$ cat src/rtl/rr_arbiter_8.sv
// Eight-way round-robin arbiter with an encoded, registered grant that is held
// until done, request withdrawal, or the hold-time limit forces a release.
module rr_arbiter_8 #(
  parameter int HOLD_LIMIT = 16
) (
  input  logic       clk,
  input  logic       rst,
  input  logic [7:0] req,
  input  logic       done,
  output logic       grant_valid,
  output logic [2:0] grant_idx,
  output logic       timeout
);

  localparam int         NUM_LANES = 8;
  localparam logic [7:0] LIM_M1    = (HOLD_LIMIT == 0) ? 8'd0 : 8'(HOLD_LIMIT - 1);

  typedef enum logic {IDLE, GRANT} state_t;

  state_t     state, state_nxt;
  logic [2:0] ptr, ptr_nxt, idx_nxt, pick;
  logic [7:0] cnt, cnt_nxt;
  logic       tmo_nxt, rel_a, rel_b, rel_c;

  // Scan from the farthest offset down so the nearest requester to ptr wins.
  always_comb begin
    pick = ptr;
    for (int k = NUM_LANES - 1; k >= 0; k--)
      if (req[ptr + 3'(k)]) pick = ptr + 3'(k);
  end

  assign rel_a = done;
  assign rel_b = !req[grant_idx];
  assign rel_c = (HOLD_LIMIT != 0) && (cnt == LIM_M1);

  always_comb begin
    state_nxt = state;
    ptr_nxt   = ptr;
    idx_nxt   = grant_idx;
    cnt_nxt   = cnt;
    tmo_nxt   = 1'b0;
    case (state)
      IDLE: begin
        if (|req) begin
          idx_nxt   = pick;
          cnt_nxt   = 8'd0;
          state_nxt = GRANT;
        end
      end
      GRANT: begin
        if (rel_a || rel_b || rel_c) begin
          state_nxt = IDLE;
          ptr_nxt   = grant_idx + 3'd1;
          // A coincident done/withdrawal takes precedence over the limit.
          tmo_nxt   = !rel_a && !rel_b;
        end else if (cnt != 8'hFF) begin
          cnt_nxt = cnt + 8'd1;
        end
      end
      default: state_nxt = IDLE;
    endcase
  end

  always_ff @(posedge clk or posedge rst) begin
    if (rst) begin
      state       <= IDLE;
      ptr         <= 3'd0;
      cnt         <= 8'd0;
      grant_idx   <= 3'd0;
      grant_valid <= 1'b0;
      timeout     <= 1'b0;
    end else begin
      state       <= state_nxt;
      ptr         <= ptr_nxt;
      cnt         <= cnt_nxt;
      grant_idx   <= idx_nxt;
      grant_valid <= (state_nxt == GRANT);
      timeout     <= tmo_nxt;
    end
  end

endmodule

$ cat config.mk
export PLATFORM = sky130hd
export DESIGN_NAME = rr_arbiter_8
export DESIGN_NICKNAME = d
export VERILOG_FILES = /design/src/rtl/rr_arbiter_8.sv
export SDC_FILE = /design/constraint.sdc
export NUM_CORES = 1
export LEC_CHECK = 0
export BUFFER_PORTS_ARGS = -buffer_cell sky130_fd_sc_hd__buf_4
export CORE_ASPECT_RATIO = 1.1
export CORE_MARGIN = 2
export CORE_UTILIZATION = 60
export CTS_CLUSTER_SIZE = 8
export DETAILED_ROUTE_END_ITERATION = 12
export HOLD_SLACK_MARGIN = 0.12
export PLACE_DENSITY = 0.81
export SLEW_MARGIN = 20
export SYNTH_ARGS = -nofsm -noshare
export SYNTH_HDL_FRONTEND = slang
export SYNTH_SLANG_ARGS = --single-unit
export TNS_END_PERCENT = 1
$ cat constraint.sdc
create_clock -name clk -period 6.1 [get_ports clk]
set_clock_uncertainty 0.1 [all_clocks]
set_input_delay 1.83 -clock clk [delete_from_list [all_inputs] [get_ports clk]]
set_output_delay 1.83 -clock clk [all_outputs]
set_load 0.05 [all_outputs]
==> impl_results.md <==
* Run status: finished, final reports clean
* Hold_ws at 0.4401 ns
* TritonCTS clock tree: built
* RSZ-0062 raised after global routing: false
* First-pass GRT wire length at 6775 um
* Pin count of the biggest net entering global routing at 24
* Worst vdd ir at 0.4073 mV
* Clock input transition at the sequential cells of the worst setup and hold paths at 0.09 ns
* Standard-cell rows at 20
* Avg Vias per Cell at 6.692
* Number of buffers between clock root and the deepest sink at 2
* Antenna fix cells at 0
* Detailed-route via count at 1586
* Height of the die at 59.22 um
* Library cell used as clock root buffer: clkbuf_4
* Final net count at 221
* Total Routed Length at 4069 um
* Required time reported for the critical path endpoint at 6.15 ns
* Total met3 wirelength after detailed routing at 129 um
* Remaining global-route overflow at 0
* Post-route clock period utilization at 62.24%
* Detailed-routed wire length on met2 at 2146 um
* Worst Tran Pin Value at 0.7827 ns
* Die W at 54.20 um
* Max-cap viol count at 0
* Headroom to the max-slew limit at 47.82%
* Floorplan core area at 0.002703 mm^2
* Endpoint class of the critical path: register
* Top cell type's share of synthesized area at 24.08%
* DR DRC count at 0
* Main area contributors after synthesis: dfrtp_1, mux4_2, nand2_1
* Total power per unit cell area at 593.7 mW/mm^2
* Worst skew pair latency at 0.28 ns
* Gate count of the mapped netlist at 192
* Critical path data arrival time at 3.84 ns
* Net count after synthesis at 207
* Final hold violations at 0
* Max-slew violation count at 0
* Number of post-CTS setup repair buffers at 0
* Warnings, synthesis at 0
* Biggest fanout along the worst timing path at 8
* Average wire per cell in the routed design at 17.17 um
* # H-tree levels at 1
* Portion of the post-synthesis area used by sequential elements at 24.08%
* Post-synth top area cell: dfrtp_1
* Area of the mapped netlist at 0.001663 mm^2
* TNS Setup at 0 ns
* Synthesized area per cell at 8.661 um^2
* Leakage dissipation at 0.0007425 uW
* Number of distinct library cell variants in the gate-level netlist after synthesis at 48
* Number of enable flip-flop cells after synthesis at 0
* Number of nets with antenna violations after routing at 0
* Final RePlAce weighted congestion at 0.8943
* Syn-to-layout area delta at 8.954%
* Crit Path Category: input pin to register
* Top sig layer: met4
* Starting utilization of the core area at 61.53%
* Worst min-delay path class: register to register
* Number of hold-repair buffers added at the cts stage at 0
* Clock sink count at 16
* Number of antenna violations at the first check in global routing at 0
* Number of cells upsized or downsized after cts at 0
* Vias in the first global route at 1498
* Register bit total from synthesis at 16
* Count of endpoints failing setup in the final report at 0
* Top FF cell, synth: dfrtp_1
* CTS Buf Count at 3
* Share of flip-flops with an asynchronous set or reset at 100.0%
* Drt initial violations at 42
* Router iterations before antenna repair at 4
* Die area at 0.003209 mm^2
* GRT Resource Usage Total at 28.77%
* Sort of element at the start of the critical path: input pin
* DP Wirelength at 3092 um
* Number of buffers inserted by port buffering at 15
* Achievable clock frequency at 263.4 MHz
* Layout cell share with drive strength beyond 1 at 20.59%
* Number of top-level pins at 16
* Post-layout min period at 3.796 ns
* Wire length on met1 at 1679 um
==> worst max-delay path, cell delays in order <==
cell	delay (ns)
buf_4	0.14
or4_1	0.51
nor4_1	0.65
a41oi_1	0.15
o211a_2	0.22
nand3_1	0.11
xor2_1	0.16
nor2_1	0.06
==> registers in the layout, indices dropped and copies added (netlist names) <==
name / cells
grant_idx: 3
cnt: 8
state: 1
ptr: 3
timeout: 1
==> cells in the final DEF (no fill, tap or decap), types with 2 or more instances in the layout <==
cell type and n:
mux2i_1 5, or2_2 4, nor4_1 3, clkbuf_4 3
mux2_2 7, and2_1 2, nor3_1 3, nand3_1 5
mux4_2 10, nand2b_1 3, nand2_1 30, o22ai_1 2
buf_4 15, dfrtp_1 16, a21oi_1 7, o21ai_1 4
o21ai_0 7, xnor2_1 4, xor2_1 4, o211ai_1 2
inv_1 8, o31ai_1 2, or4_1 2, a31oi_1 6
ha_1 4, nand4_1 2, mux2_1 3, nor2_1 20
a211o_1 2
==> synthesized netlist by cell type, drive strengths merged, types with 2 or more instances <==
cell type	instances
nand2	30
nor2	20
dfrtp	16
o21ai	11
mux2	10
mux4	10
inv	8
a21oi	7
a31oi	6
mux2i	5
nand3	5
buf	4
ha	4
or2	4
xnor2	4
xor2	4
and2	3
nand2b	3
nor3	3
nor4	3
a2111oi	2
a211o	2
clkbuf	2
nand4	2
o211ai	2
o22ai	2
o31ai	2
or4	2
==> logic make-up (layout without fill, tap and decap cells) <==
| family | count (synthesis) | count (layout) | synth area share [%] |
|---|---|---|---|
| simple gates | 77 | 77 | 21.14 |
| compound gates | 48 | 48 | 20.77 |
| mux | 25 | 25 | 23.33 |
| flops | 16 | 16 | 24.08 |
| buf+inv | 14 | 26 | 3.462 |
| xor+xnor | 8 | 8 | 4.213 |
| fa+ha+maj | 4 | 4 | 3.010 |
==> final timing paths <==
| kind | start | to | slack, ns | cells after the start |
|---|---|---|---|---|
| max | req[4] | cnt[6] | 2.30 | 8 |
| min | cnt[1] | cnt[1] | 0.44 | 2 |
| max reg2reg | ptr[0] | grant_idx[1] | 2.54 | 8 |
| min reg2reg | cnt[1] | cnt[1] | 0.44 | 2 |
| max in group asynchronous | rst | cnt[6] | 3.99 | 2 |
| min in group asynchronous | rst | cnt[1] | 1.51 | 2 |
==> layer usage <==
layer  track usage [%]  vias up
met3             2.273       12
met4             12.50        0
met5                 0        -
li1                  -      751
met2             50.09       61
met1             35.68      762
==> per-stage QoR <==
stage,power [uW],worst slack [ns],util [%],area [um^2],cells
6_report,1076,2.304,67.04,1812,237
2_1_floorplan,857.8,2.484,-,1663,192
3_5_place_dp,1016,2.030,66.20,1789,234
4_1_cts,1069,2.320,67.04,1812,237
5_1_grt,1166,2.158,67.04,1812,237
3_3_place_gp,990.0,2.054,66.20,1789,234
==> final cells by class <==
cell class	instances	area, um^2
timing repair buffer	15	112.6
clock buffer	3	22.52
inverter	8	30.03
multi-input combinational	162	1205
sequential	16	400.4
fill	220	890.9
tap	33	41.29
==> power by group <==
| part | leakage [uW] | switching [uW] | internal (uW) |
|---|---|---|---|
| sequential | 0.000204 | 101 | 138 |
| combinational | 0.000525 | 426 | 357 |
| clock | 0.0000138 | 31.6 | 22.9 |
| total | 0.000742 | 558 | 518 |
(Power assumes the default switching activity.)
